File: src/rtl/mem_access_ctrl.sv
// mem_access_ctrl
//   M-stage memory access controller. It decodes one load/store per request,
//   flags misaligned addresses, drives a single-outstanding request/response
//   bus, forms the extended load result or SC status, holds the pipeline while
//   an access is in flight and maintains the LL/SC link bit.
// Ports
//   clk, rst                 clock, asynchronous active-high reset
//   req_valid, l_s_type      instruction valid + one-hot op {ll,sc,lw,lh,lhu,lb,lbu,sw,sh,sb}
//   addr, wdata_rt           effective address, store data
//   flush, eret              pipeline flush, eret commit (clears link bit)
//   data_*                   bus request side (req/wr/size/addr/wdata) and
//                            response side (addr_ok/data_ok/rdata)
//   result, result_valid     completion value and one-cycle pulse
//   stall                    hold pipeline
//   adel, ades, badvaddr     load/store address error and faulting address
//   llbit                    link bit
module mem_access_ctrl (
  input  logic        clk,
  input  logic        rst,
  input  logic        req_valid,
  input  logic [9:0]  l_s_type,
  input  logic [31:0] addr,
  input  logic [31:0] wdata_rt,
  input  logic        flush,
  input  logic        eret,
  output logic        data_req,
  output logic        data_wr,
  output logic [1:0]  data_size,
  output logic [31:0] data_addr,
  output logic [31:0] data_wdata,
  input  logic        data_addr_ok,
  input  logic        data_data_ok,
  input  logic [31:0] data_rdata,
  output logic [31:0] result,
  output logic        result_valid,
  output logic        stall,
  output logic        adel,
  output logic        ades,
  output logic [31:0] badvaddr,
  output logic        llbit
);

  localparam int unsigned T_LL  = 9;
  localparam int unsigned T_SC  = 8;
  localparam int unsigned T_LW  = 7;
  localparam int unsigned T_LH  = 6;
  localparam int unsigned T_LHU = 5;
  localparam int unsigned T_LB  = 4;
  localparam int unsigned T_LBU = 3;
  localparam int unsigned T_SW  = 2;
  localparam int unsigned T_SH  = 1;
  localparam int unsigned T_SB  = 0;

  typedef enum logic [1:0] {IDLE = 2'd0, REQ = 2'd1, WAIT = 2'd2} state_t;

  // True when exactly one op bit is set; anything else is an ignored encoding.
  function automatic logic onehot10(input logic [9:0] v);
    return (v != 10'd0) && ((v & (v - 10'd1)) == 10'd0);
  endfunction

  state_t      state_q, state_d;
  logic        llbit_q, llbit_d;
  logic [1:0]  size_q, size_d;
  logic        wr_q, wr_d;
  logic [31:0] addr_q, addr_d;
  logic [31:0] wdata_q, wdata_d;
  logic [1:0]  off_q, off_d;
  logic [9:0]  type_q, type_d;
  logic        killed_q, killed_d;

  logic        valid_s, word_s, half_s, load_s, mis_s;
  logic        sc_blocked_s, go_s, sc_fail_s;
  logic        capture_s, complete_s, report_s;
  logic [7:0]  byte_sel_s;
  logic [15:0] half_sel_s;
  logic [31:0] done_res_s;

  assign valid_s = req_valid & onehot10(l_s_type);
  assign word_s  = l_s_type[T_LL] | l_s_type[T_SC] | l_s_type[T_LW] | l_s_type[T_SW];
  assign half_s  = l_s_type[T_LH] | l_s_type[T_LHU] | l_s_type[T_SH];
  assign load_s  = l_s_type[T_LL] | l_s_type[T_LW] | l_s_type[T_LH] |
                   l_s_type[T_LHU] | l_s_type[T_LB] | l_s_type[T_LBU];
  assign mis_s   = valid_s & ((word_s & (addr[1:0] != 2'b00)) | (half_s & addr[0]));
  // An SC without a valid link cannot succeed, so it never reaches the bus.
  assign sc_blocked_s = l_s_type[T_SC] & ~llbit_q;
  assign go_s         = valid_s & ~flush & ~mis_s & ~sc_blocked_s;
  assign sc_fail_s    = (state_q == IDLE) & valid_s & ~flush & ~mis_s & sc_blocked_s;

  // Next-state logic and issue/completion events.
  always_comb begin
    state_d    = state_q;
    capture_s  = 1'b0;
    complete_s = 1'b0;
    case (state_q)
      IDLE: begin
        if (go_s) begin
          state_d   = REQ;
          capture_s = 1'b1;
        end else begin
          state_d = IDLE;
        end
      end
      REQ: begin
        if (data_addr_ok) begin
          if (data_data_ok) begin
            state_d    = IDLE;
            complete_s = 1'b1;
          end else begin
            state_d = WAIT;
          end
        end else begin
          state_d = REQ;
        end
      end
      WAIT: begin
        if (data_data_ok) begin
          state_d    = IDLE;
          complete_s = 1'b1;
        end else begin
          state_d = WAIT;
        end
      end
      default: state_d = IDLE;
    endcase
  end

  // Capture the bus request at issue; it stays frozen until the next issue.
  always_comb begin
    size_d  = size_q;
    wr_d    = wr_q;
    addr_d  = addr_q;
    wdata_d = wdata_q;
    off_d   = off_q;
    type_d  = type_q;
    if (capture_s) begin
      size_d  = word_s ? 2'd2 : (half_s ? 2'd1 : 2'd0);
      wr_d    = ~load_s;
      addr_d  = word_s ? {addr[31:2], 2'b00} : addr;
      wdata_d = l_s_type[T_SB] ? {4{wdata_rt[7:0]}} :
                (l_s_type[T_SH] ? {2{wdata_rt[15:0]}} : wdata_rt);
      off_d   = addr[1:0];
      type_d  = l_s_type;
    end else begin
      off_d = off_q;
    end
  end

  // The bus cannot cancel, so a flush after issue only marks the access dead;
  // a flush in the completion cycle itself also kills the report.
  always_comb begin
    killed_d = (state_q != IDLE) & ~complete_s & (killed_q | flush);
    report_s = complete_s & ~(killed_q | flush);
  end

  // Link bit: eret has priority over an LL completing in the same cycle.
  always_comb begin
    llbit_d = llbit_q;
    if (eret) begin
      llbit_d = 1'b0;
    end else if (report_s & type_q[T_LL]) begin
      llbit_d = 1'b1;
    end else if (report_s & type_q[T_SC]) begin
      llbit_d = 1'b0;
    end else begin
      llbit_d = llbit_q;
    end
  end

  // Lane select and extension of the returned data using the captured offset.
  always_comb begin
    byte_sel_s = 8'd0;
    case (off_q)
      2'd0:    byte_sel_s = data_rdata[7:0];
      2'd1:    byte_sel_s = data_rdata[15:8];
      2'd2:    byte_sel_s = data_rdata[23:16];
      2'd3:    byte_sel_s = data_rdata[31:24];
      default: byte_sel_s = data_rdata[7:0];
    endcase
    half_sel_s = off_q[1] ? data_rdata[31:16] : data_rdata[15:0];
    if (type_q[T_LB]) begin
      done_res_s = {{24{byte_sel_s[7]}}, byte_sel_s};
    end else if (type_q[T_LBU]) begin
      done_res_s = {24'd0, byte_sel_s};
    end else if (type_q[T_LH]) begin
      done_res_s = {{16{half_sel_s[15]}}, half_sel_s};
    end else if (type_q[T_LHU]) begin
      done_res_s = {16'd0, half_sel_s};
    end else if (type_q[T_LW] | type_q[T_LL]) begin
      done_res_s = data_rdata;
    end else if (type_q[T_SC]) begin
      done_res_s = 32'd1;
    end else begin
      done_res_s = 32'd0;
    end
  end

  // Combinational outputs, forced to zero while reset is asserted.
  always_comb begin
    result       = 32'd0;
    result_valid = 1'b0;
    stall        = 1'b0;
    adel         = 1'b0;
    ades         = 1'b0;
    badvaddr     = 32'd0;
    if (!rst) begin
      adel     = mis_s & load_s;
      ades     = mis_s & ~load_s;
      badvaddr = mis_s ? addr : 32'd0;
      stall    = ((state_q == IDLE) & go_s) | ((state_q != IDLE) & ~complete_s);
      if (sc_fail_s) begin
        result_valid = 1'b1;
        result       = 32'd0;
      end else if (report_s) begin
        result_valid = 1'b1;
        result       = done_res_s;
      end else begin
        result_valid = 1'b0;
      end
    end else begin
      stall = 1'b0;
    end
  end

  assign data_req   = (state_q == REQ);
  assign data_wr    = wr_q;
  assign data_size  = size_q;
  assign data_addr  = addr_q;
  assign data_wdata = wdata_q;
  assign llbit      = llbit_q;

  // State and captured-request registers.
  always_ff @(posedge clk or posedge rst) begin
    if (rst) begin
      state_q  <= IDLE;
      llbit_q  <= 1'b0;
      size_q   <= 2'd0;
      wr_q     <= 1'b0;
      addr_q   <= 32'd0;
      wdata_q  <= 32'd0;
      off_q    <= 2'd0;
      type_q   <= 10'd0;
      killed_q <= 1'b0;
    end else begin
      state_q  <= state_d;
      llbit_q  <= llbit_d;
      size_q   <= size_d;
      wr_q     <= wr_d;
      addr_q   <= addr_d;
      wdata_q  <= wdata_d;
      off_q    <= off_d;
      type_q   <= type_d;
      killed_q <= killed_d;
    end
  end

endmodule

File: config.mk
export PLATFORM = sky130hd
export DESIGN_NAME = mem_access_ctrl
export DESIGN_NICKNAME = d
export VERILOG_FILES = /design/src/rtl/mem_access_ctrl.sv
export SDC_FILE = /design/constraint.sdc
export NUM_CORES = 1
export LEC_CHECK = 0
export ABC_AREA = 1
export BUFFER_PORTS_ARGS = -buffer_cell sky130_fd_sc_hd__buf_4
export CORE_ASPECT_RATIO = 2
export CORE_MARGIN = 3
export CORE_UTILIZATION = 33
export DETAILED_ROUTE_END_ITERATION = 10
export GPL_ROUTABILITY_DRIVEN = 0
export HOLD_SLACK_MARGIN = 0.15
export REMOVE_ABC_BUFFERS = 1
export SETUP_SLACK_MARGIN = 0.02
export SYNTH_ARGS = -nofsm -noshare
export SYNTH_HDL_FRONTEND = slang
export SYNTH_SLANG_ARGS = --single-unit
export TNS_END_PERCENT = 30
File: constraint.sdc
create_clock -name clk -period 3.9 [get_ports clk]
set_input_delay 0.195 -clock clk [delete_from_list [all_inputs] [get_ports clk]]
set_output_delay 0.195 -clock clk [all_outputs]
set_load 0.05 [all_outputs]
==> results of run 1 <==
-- final timing paths --
check,start,endpoint,slack (ns),depth (start not counted)
setup / recovery,off_q[1]$_DFFE_PP0P_,result[8],0.84,8
min in group asynchronous,rst,data_addr[26]$_DFFE_PP0P_,0.53,3
max in group asynchronous,rst,data_wdata[12]$_DFFE_PP0P_,2.34,4
hold / removal,addr[27],data_addr[27]$_DFFE_PP0P_,0.16,3
hold reg to reg,data_size[0]$_DFFE_PP0P_,data_size[0]$_DFFE_PP0P_,0.48,2
setup reg to reg,llbit$_DFFE_PP0P_,data_wdata[4]$_DFFE_PP0P_,1.53,6
-- cells in the final DEF, fill, tap and decap left out, types with 3 or more instances in the layout --
master           n
buf_4          257
nand2_1        190
inv_1          134
nor2_1         107
dfrtp_1         80
a21oi_1         56
o21ai_1         51
dlygate4sd3_1   47
nand3_1         37
o21ai_0         31
o31ai_1          9
clkbuf_16        9
o22ai_1          8
o21ai_2          7
ha_1             4
nand4_1          3
a21oi_2          3
clkinv_2         3
clkinv_1         3
a22oi_1          3
a211oi_1         3
a32oi_1          3
-- metal layers --
layer	wire [um]	vias to the layer above	global-route usage (%)
met5	0	-	0
met4	653	0	9.20
met3	1370	34	5.32
met2	10100	218	40.7
met1	6440	2654	21.1
li1	-	2988	-
-- sequential cells by signal, indices dropped and copies added (netlist names) --
signal and cells:
llbit 1, off_q 2, killed_q 1, data_wr 1
data_size 2, state_q 2, data_addr 32, data_wdata 32
type_q 7
-- stage by stage --
step / hold WS [ns] / utilization, % / cell area, sq um / std cells / power [uW]
2_1_floorplan: 0.258 / - / 4910 / 741 / 952
3_3_place_gp: 0.329 / 47.1 / 7090 / 1193 / 1090
3_5_place_dp: 0.330 / 47.1 / 7090 / 1193 / 1090
4_1_cts: 0.150 / 52.3 / 7870 / 1255 / 2020
5_1_grt: 0.152 / 52.3 / 7870 / 1255 / 2080
6_report: 0.155 / 52.3 / 7870 / 1255 / 1990
-- what timing repair did --
item | in CTS | in global routing
hold buffers | 47 | 0
hold endpoints to repair | 79 | 0
buffers inserted | 0 | 0
-- cell type report --
cell class	instances	area (sq um)
multi-input combinational	522	2390
clock inverter	6	85.1
inverter	139	523
sequential	80	2000
timing repair buffer	304	2400
clock buffer	9	225
tap	195	244
fill	1487	7180
-- critical path: cells and delay by family, from the launching register on --
kind / cells / cell delay (ns)
DFF: 1 / 0.68
AOI/OAI and AO/OA: 2 / 0.31
and+or+nand+nor: 4 / 0.96
buffers and inverters: 2 / 0.58
-- report_power, final --
group          total, uW  switching, uW  internal, uW  leakage (uW)
clock                883            329           554      0.000147
combinational        276            139           137       0.00314
sequential           835           2.50           833       0.00102
-- cell families after synthesis --
family                     Yosys count  share of synthesized area (%)
AOI/OAI and AO/OA                  176                           19.1
DFF                                 80                           39.0
adders and majority gates            4                          0.974
buffers and inverters              180                           14.6
and+or+nand+nor                    342                           26.3
==> results.md, run 1 <==
* CP required at 3.70 ns
* Crit path time final at 3.06 ns
* Die area at 0.0172 sq mm
* Crit path arrival time at 2.87 ns
* Number of synthesized flops with an enable pin at 0
* Mapped cell area at 0.00514 sq mm
* Top cells by area, synth: dfrtp_1, nand2_1, inv_1
* Share of the synthesized area in the top cell type at 39.0%
* Synth-to-Final Area Change at 53.2%
* Vias in the first global route at 5840
* FF+latch count, synth at 80
* Post_cts resized at 0
* DR iter-0 viols at 229
* Worst setup path class: flip-flop to output pin
* Critical path launch point type: flip-flop
* Sink Count at 80
* Clock Latency Late Sink at 0.33 ns
* P_leak at 0.00431 uW
* Final WS setup at 0.839 ns
* Final setup viols at 0
* Element type at the critical path end: output pin
* Grt total ovfl at 0
* CORE AREA at 0.0151 sq mm
* Slew headroom at 39.8%
* Worst slack at placement at 1.22 ns
* Via-per-instance ratio at 4.70
* # port buffers at 249
* CTS buffer count at 9
* Final TNS setup at 0 ns
* Hold WC Path Type: primary input to flip-flop
* Rows at 63
* Peak VDD IR at 0.000213 V
* Chip height at 182 um
* Worst-Margin Slew at 0.903 ns
* CTS H-tree depth at 3
* Yosys Warn Count at 0
* Wire per inst at 14.8 um
* Drt first pass iters at 5
* Top-count cell post-synth: nand2_1
* CTS tree: done
* Ant diodes at 0
* Fin crit share at 78.5%
* Routed wire length at 18.6 mm
* Unrepaired setup endpoints after global routing: false
* Synth Instances at 782
* Synth cell types at 28
* Initial antenna violation count at 0
* Antenna Nets Post-Route at 0
* Io pins at 250
* Final Skew at 0.00778 ns
* Crit-path cells: inv_1 -> nand2_1 -> nand2_1 -> o21ai_0 -> a21oi_1 -> nand2_1 -> nor2_1 -> buf_4
* Peak Freq at 327 MHz
* Final hold violation count at 0
* Pin count of the biggest net entering global routing at 48
* Longest Clk Path Bufs at 2
* Clock root buffer: clkbuf_16
* Slew Limit Fails at 0
* First-pass GRT wire length at 29.0 mm
* CP dominant cell by count: nand2_1
* Largest area contributor in the netlist: dfrtp_1
* Initial core utilization at 34.1%
* # DRC at 0
* Avg Inst Size Synth at 6.57 sq um
* Power Dens Cells at 253 mW/mm^2
* Post-synth top cells: nand2_1, inv_1, nor2_1, dfrtp_1, a21oi_1
* Synth async-reset ratio at 100%
* Tot GR Track Use at 21.4%
* Layout cell share with drive strength beyond 1 at 27.1%
* Die X at 94.2 um
* CP peak stage delay at 0.68 ns
* Status: finished, final reports clean
* Clock transition at the registers of the reported paths at 0.06 ns
* Sequential share of the synthesized area at 39.0%
* Detail Placement HPWL at 14.2 mm
* Via count at 5894
* Max_cap viols at 0
* Nets@finish at 1173
* CP Max Fanout at 24
* Slowest CP cell: dfrtp_1
* Dominant synthesized flop cell: dfrtp_1
No activity file was read; power rests on OpenSTA's default activity.
==> run 2: changes to the inputs <==
ABC_AREA = 0   (was 1)
clock period = 2.55 ns   (was 3.9 ns; I/O delays follow)
==> run 2 against run 1 <==
Net effect:
- synthesized area is 5.0% lower
- final area is 1.2% higher
- count of clock-buffer cells in the layout grew 1
- setup slack worse by 0.73 ns
- first-iteration DRC count decreased by 9.6%
- hold slack better by 0.0044 ns
- non-clock buffer count increased by 24
- core utilization rose by 2.9 points
- combinational power is 78% higher
- global-route usage rose by 0.22 points
- largest cell class unchanged
- highest routed layer unchanged
==> results.md, run 2 <==
* Status: finished, final reports clean
* Initial core utilization at 33.8% (-0.29 points)
* Routed wire length at 18.2 mm (-1.9%)
* Drt first pass iters at 4 (-1)
* Chip height at 178 um (-2.4%)
* Leading cell types in the layout, fill and taps excluded: buf_4, dfrtp_1, dlygate4sd3_1, mux2_2, o21ai_0
* CP required at 2.42 ns (-1.28 ns)
* Clock root buffer: clkbuf_16
* Nets@finish at 891 (-24%)
* CTS buffer count at 9 (unchanged)
* First-pass GRT wire length at 27.6 mm (-4.7%)
* Io pins at 250 (unchanged)
* # port buffers at 249 (unchanged)
* Via-per-instance ratio at 5.24 (+11%)
* Bufs and invs on worst path at 3 (+1)
* Longest Clk Path Bufs at 2 (unchanged)
* Synth async-reset ratio at 100% (unchanged)
* Max_cap viols at 0 (unchanged)
* Wire per inst at 18.8 um (+27%)
* P_leak at 0.00408 uW (-5.4%)
* Reg-to-reg startpoint: state_q[0]$_DFF_PP0_
* Antenna Nets Post-Route at 0 (unchanged)
* CP Max Fanout at 25 (+4.2%)
* Worst slack at placement at 0.0796 ns (-1.14 ns)
* Hold WC Path Type: primary input to flip-flop
* Grt total ovfl at 0 (unchanged)
* Final hold violation count at 0 (unchanged)
* Mapped cell area at 0.00488 sq mm (-5.0%)
* Largest area contributor in the netlist: dfrtp_1
* Fin crit share at 95.8%
* Element type at the critical path end: output pin
* Top-count cell post-synth: dfrtp_1
* CP peak stage delay at 0.40 ns (-0.28 ns)
* Post-synth top cells: dfrtp_1, mux2_2, o21ai_0, inv_1, clkbuf_1
* Dominant synthesized flop cell: dfrtp_1
* Slew headroom at 39.9% (+0.080 points)
* Area after DPL at 0.00702 sq mm (-1.1%)
* Final setup viols at 0 (unchanged)
* Detail Placement HPWL at 13.7 mm (-3.4%)
* Layout cell share with drive strength beyond 1 at 46.8% (+20 points)
* Avg Inst Size Synth at 10.3 sq um (+56%)
* Clock Latency Late Sink at 0.33 ns (about the same)
* Ant diodes at 0 (unchanged)
* Vias in the first global route at 5331 (-8.7%)
* Synth cell types at 45 (+61%)
* FF+latch count, synth at 80 (unchanged)
* Worst setup path class: flip-flop to output pin
* Top cells by area, synth: dfrtp_1, mux2_2, mux2_1
* Pin count of the biggest net entering global routing at 68 (+42%)
* Slowest CP cell: dfrtp_1
* Synth-to-Final Area Change at 63.2%
* CORE AREA at 0.0144 sq mm (-4.2%)
* Peak Freq at 409 MHz
* Crit path time final at 2.44 ns
* Sink Count at 80 (unchanged)
* # DRC at 0 (unchanged)
* Rows at 62 (-1.6%)
* Hold_sp: wdata_rt[21]
* Clock transition at the registers of the reported paths at 0.06 ns (about the same)
* Die X at 92.0 um (-2.4%)
* Synth Instances at 475 (-39%)
* Peak VDD IR at 0.000380 V (+78%)
* Via count at 5079 (-14%)
* Final core occ at 55.2% (+2.9 points)
* Slew Limit Fails at 0 (unchanged)
* Tot GR Track Use at 21.6% (+0.22 points)
* CTS H-tree depth at 3 (unchanged)
* Unrepaired setup endpoints after global routing: true
* CTS tree: done
* Final Skew at 0.00642 ns (-0.00136 ns)
* Post-route cell area at 0.00797 sq mm (+1.2%)
* Number of synthesized flops with an enable pin at 0 (unchanged)
* DR iter-0 viols at 207 (-9.6%)
* Sequential share of the synthesized area at 41.0% (+2.0 points)
* Crit path max-delay family: simple AND/OR/NAND/NOR gates
* Final WS setup at 0.108 ns (-0.731 ns)
* Worst-Margin Slew at 0.902 ns (-0.00120 ns)
* Crit-path cells: inv_1 -> ha_1 -> a21oi_1 -> nor4_2 -> and2_4 -> buf_8 -> and3_1 -> buf_4
* Initial antenna violation count at 0 (unchanged)
* Fillers at 1373 (-7.7%)
* Die area at 0.0164 sq mm (-4.7%)
* Critical path launch point type: flip-flop
* Share of the synthesized area in the top cell type at 41.0% (+2.0 points)
* Crit path arrival time at 2.31 ns (-0.56 ns)
* Setup Buffers After CTS at 0 (unchanged)
* Yosys Warn Count at 0 (unchanged)
* Power Dens Cells at 384 mW/mm^2 (+52%)
* Crit path launch: state_q[1]$_DFF_PP0_
* Leading cell type in the layout, fill and taps excluded: buf_4
-- run 2: cell types whose count changed after synthesis, sizes merged, moves of 22 or more --
cell / change
a21oi: -39
nand3: -37
nand2: -174
nor2: -99
o21ai: -38
and3: +26
nor4: +22
inv: -105
mux2: +83
-- run 2: tightest hold or removal path, delay by kind of cell --
family                 cells  cell delay (ns)
buffers and inverters      1             0.08
muxes                      2             0.24
-- run 2: timing repair --
| action | in CTS | in global routing |
|---|---|---|
| hold buffers | 58 | 0 |
| endpoints found under the setup margin | 4 | 34 |
| hold endpoints to repair | 73 | 0 |
| gates resized for setup | 2 | 20 |
| pin swaps | 0 | 2 |
-- run 2: area by class of cell --
class,instances,area [sq um],area share (%)
repair buffers,328,2690,33.7
well taps,192,240,3.01
flip-flops and latches,80,2000,25.1
inverters,31,118,1.48
clock buffers,10,239,3.00
multi-input cells,324,2620,32.9
clock inverters,5,57.6,0.722
-- run 2: metal layers --
layer  global-route usage [%]  up-vias  wire [um]
met5                        0        -          0
met4                     10.6        0        767
met3                     4.52       45       1090
met2                     43.2      244      10400
met1                     20.0     2430       6020
li1                         -     2360          -
-- run 2: kinds of logic after synthesis --
logic type,count (synthesis),share of synthesized area (%)
flip-flops,80,41.0
multiplexers,100,24.7
AND/OR/NAND/NOR,117,14.4
AO/OA/AOI/OAI,103,12.8
adder cells (fa/ha/maj),4,1.03
buffers and inverters,71,6.10
-- run 2: metrics by stage --
stage	power, uW	TNS (ns)	std cells	hold WS (ns)
after detailed placement	1730	0	897	0.280
after floorplan	1470	-361.82	435	0.194
final	3060	0	970	0.160
after CTS	3100	0	970	0.151
after global placement	1720	0	897	0.262
after global routing	3200	-0.311	970	0.165
-- run 2: path summary, 6_finish.rpt --
kind,cells after the start,slack (ns),endpoint
max reg2reg,8,0.41,data_wdata[0]$_DFFE_PP0P_
max in group asynchronous,4,0.77,off_q[1]$_DFFE_PP0P_
min in group asynchronous,3,0.52,data_addr[28]$_DFFE_PP0P_
max,8,0.11,result[0]
min reg2reg,1,0.49,data_wdata[13]$_DFFE_PP0P_
min,3,0.16,data_wdata[21]$_DFFE_PP0P_
-- run 2: power breakdown --
group / leakage [uW] / internal [uW] / switching (uW)
clock: 0.000137 / 778 / 508
sequential: 0.00111 / 1280 / 6.75
combinational: 0.00283 / 253 / 239
==> run 3: changes to the inputs <==
CORE_ASPECT_RATIO = 0.9   (was 2)
CORE_UTILIZATION = 42   (was 33)
CTS_CLUSTER_SIZE = 14   (was default)
PLACE_DENSITY = 0.78   (was default)
==> run 3 against run 2 <==
Net effect:
- sequential cell count did not move
- non-clock buffer count fell by 1
- first-iteration DRC count rose by 120%
- global-route usage rose by 4.7 points
- clock skew rose by 0.00097 ns
- count of clock-buffer cells in the layout rose by 4
- core utilization rose by 16 points
- sequential share of layout area rose by 0.41 points
- maximum frequency rose by 0.64%
==> results.md, run 3 (same netlist as run 2, synthesis figures left out) <==
* Chip height at 108 um (-39%)
* Drt first pass iters at 5 (+1)
* Clock transition at the registers of the reported paths at 0.06 ns (about the same)
* # DRC at 0 (unchanged)
* Sink Count at 80 (unchanged)
* Unrepaired setup endpoints after global routing: false
* CP Max Fanout at 25 (unchanged)
* Ant diodes at 0 (unchanged)
* Wire per inst at 18.9 um (+0.79%)
* Reg-to-reg startpoint: state_q[0]$_DFF_PP0_
* Power Dens Cells at 394 mW/mm^2 (+2.4%)
* Via count at 5142 (+1.2%)
* P_leak at 0.00407 uW (-0.15%)
* Sw frac at 24.0% (-0.57 points)
* Rows at 36 (-42%)
* Clock power share at 42.5% (+0.5 points)
* Detail Placement HPWL at 12.4 mm (-9.3%)
* Clock Latency Late Sink at 0.33 ns (about the same)
* # port buffers at 249 (unchanged)
* CTS tree: done
* Slew Limit Fails at 0 (unchanged)
* CP required at 2.42 ns (about the same)
* Grt total ovfl at 0 (unchanged)
* Final hold violation count at 0 (unchanged)
* Crit path time final at 2.43 ns (-0.0155 ns)
* Die area at 0.0130 sq mm (-21%)
* Nets@finish at 890 (-0.11%)
* Slew headroom at 32.9% (-7.0 points)
* Fin crit share at 95.2% (-0.61 points)
* Final TNS setup at 0 ns (unchanged)
* Worst setup path class: flip-flop to output pin
* Final setup viols at 0 (unchanged)
* Hold WC Path Type: primary input to flip-flop
* Element type at the critical path end: output pin
* Initial core utilization at 44.1% (+10 points)
* Synth-to-Final Area Change at 60.6%
* Routed wire length at 17.6 mm (-3.4%)
* Via-per-instance ratio at 5.53 (+5.6%)
* Worst-Margin Slew at 1.01 ns (+0.106 ns)
* Peak Freq at 412 MHz (+0.64%)
* Sequential group share of total power at 41.7% (-0.3 points)
* Int Pwr at 2340 uW (+1.5%)
* Leading cell type in the layout, fill and taps excluded: buf_4
* Area after DPL at 0.00693 sq mm (-1.3%)
* CTS buffer count at 9 (unchanged)
* Placed cell count at 855 (-4.7%)
* Post-route cell area at 0.00784 sq mm (-1.6%)
* Antenna Nets Post-Route at 0 (unchanged)
* Status: finished, final reports clean
* CTS H-tree depth at 3 (unchanged)
* Tot GR Track Use at 26.3% (+4.7 points)
* Leading cell types in the layout, fill and taps excluded: buf_4, dfrtp_1, dlygate4sd3_1, mux2_2, o21ai_0
* Peak VDD IR at 0.000293 V (-23%)
* Final core occ at 70.8% (+16 points)
* Vias in the first global route at 5250 (-1.5%)
* CORE AREA at 0.0111 sq mm (-23%)
* Layout cell share with drive strength beyond 1 at 46.1% (-0.64 points)
* DR iter-0 viols at 458 (+120%)
* Crit path arrival time at 2.30 ns (about the same)
* Clock root buffer: clkbuf_16
* Io pins at 250 (unchanged)
* Initial antenna violation count at 0 (unchanged)
* Max_cap viols at 0 (unchanged)
* Fin cells at 930 (-4.1%)
* First-pass GRT wire length at 26.9 mm (-2.6%)
* Hold_sp: wdata_rt[16]
* Switch Pwr at 741 uW (-1.6%)
* Final Skew at 0.00738 ns (+0.000966 ns)
* Die X at 120 um (+30%)
* Critical path launch point type: flip-flop
* Crit path launch: state_q[1]$_DFF_PP0_
* Pin count of the biggest net entering global routing at 81 (+19%)
* Longest Clk Path Bufs at 2 (unchanged)
* Combinational Power Share at 15.8% (-0.2 points)
[run 3: power groups by stage]
stage               registers, uW  clock network [uW]  logic, uW
CTS                          1290                1320        479
global placement             1310                   0        398
floorplan                    1340                   0        127
finish                       1290                1310        487
global route                 1290                1390        523
detailed placement           1310                   0        409
[run 3: area by class of cell]
type,instances,area (sq um)
inverter,31,118
clock buffer,14,264
tap,152,190
fill,824,3240
clock inverter,2,37.5
multi-input combinational,324,2610
sequential,80,2000
timing repair buffer,327,2620
[run 3: per-stage QoR]
step                setup WS [ns]  total power [uW]  hold WS (ns)
detailed placement         0.0512              1720         0.282
global route               0.0208              3200         0.175
global placement           0.0772              1710         0.280
floorplan                   -4.32              1470         0.194
finish                      0.123              3090         0.162
CTS                        0.0480              3090         0.153
[run 3: per-layer routing]
metal	track usage [%]	vias up	wire length (um)
met4	10.6	0	539
li1	-	2361	-
met2	49.0	274	9100
met1	27.6	2462	6370
met5	0	-	0
met3	8.32	45	1610
[run 3: timing repair]
action	CTS	global route
gates resized for setup	4	6
gates cloned	0	1
setup endpoints to repair	30	32
setup buffers	0	0
hold buffers	57	1
hold endpoints to repair	59	1
pin swaps	0	1
[run 3: path summary, 6_finish.rpt]
check                                              to  slack, ns  cells past startpoint
min in group asynchronous          killed_q$_DFF_PP0_       0.32                      3
max in group asynchronous        off_q[1]$_DFFE_PP0P_       1.53                      3
hold reg to reg              data_addr[2]$_DFFE_PP0P_       0.49                      1
hold / removal             data_wdata[16]$_DFFE_PP0P_       0.16                      3
setup reg to reg           data_wdata[15]$_DFFE_PP0P_       0.38                      7
setup / recovery                           result[30]       0.12                      8
[run 3: critical path, cell delays in order, from the launching register on]
cell and delay, ns:
dfrtp_1 0.40, inv_1 0.09, ha_1 0.19, a21oi_1 0.11
nor4_2 0.31, and2_1 0.24, buf_6 0.19, and3_1 0.22
buf_4 0.21
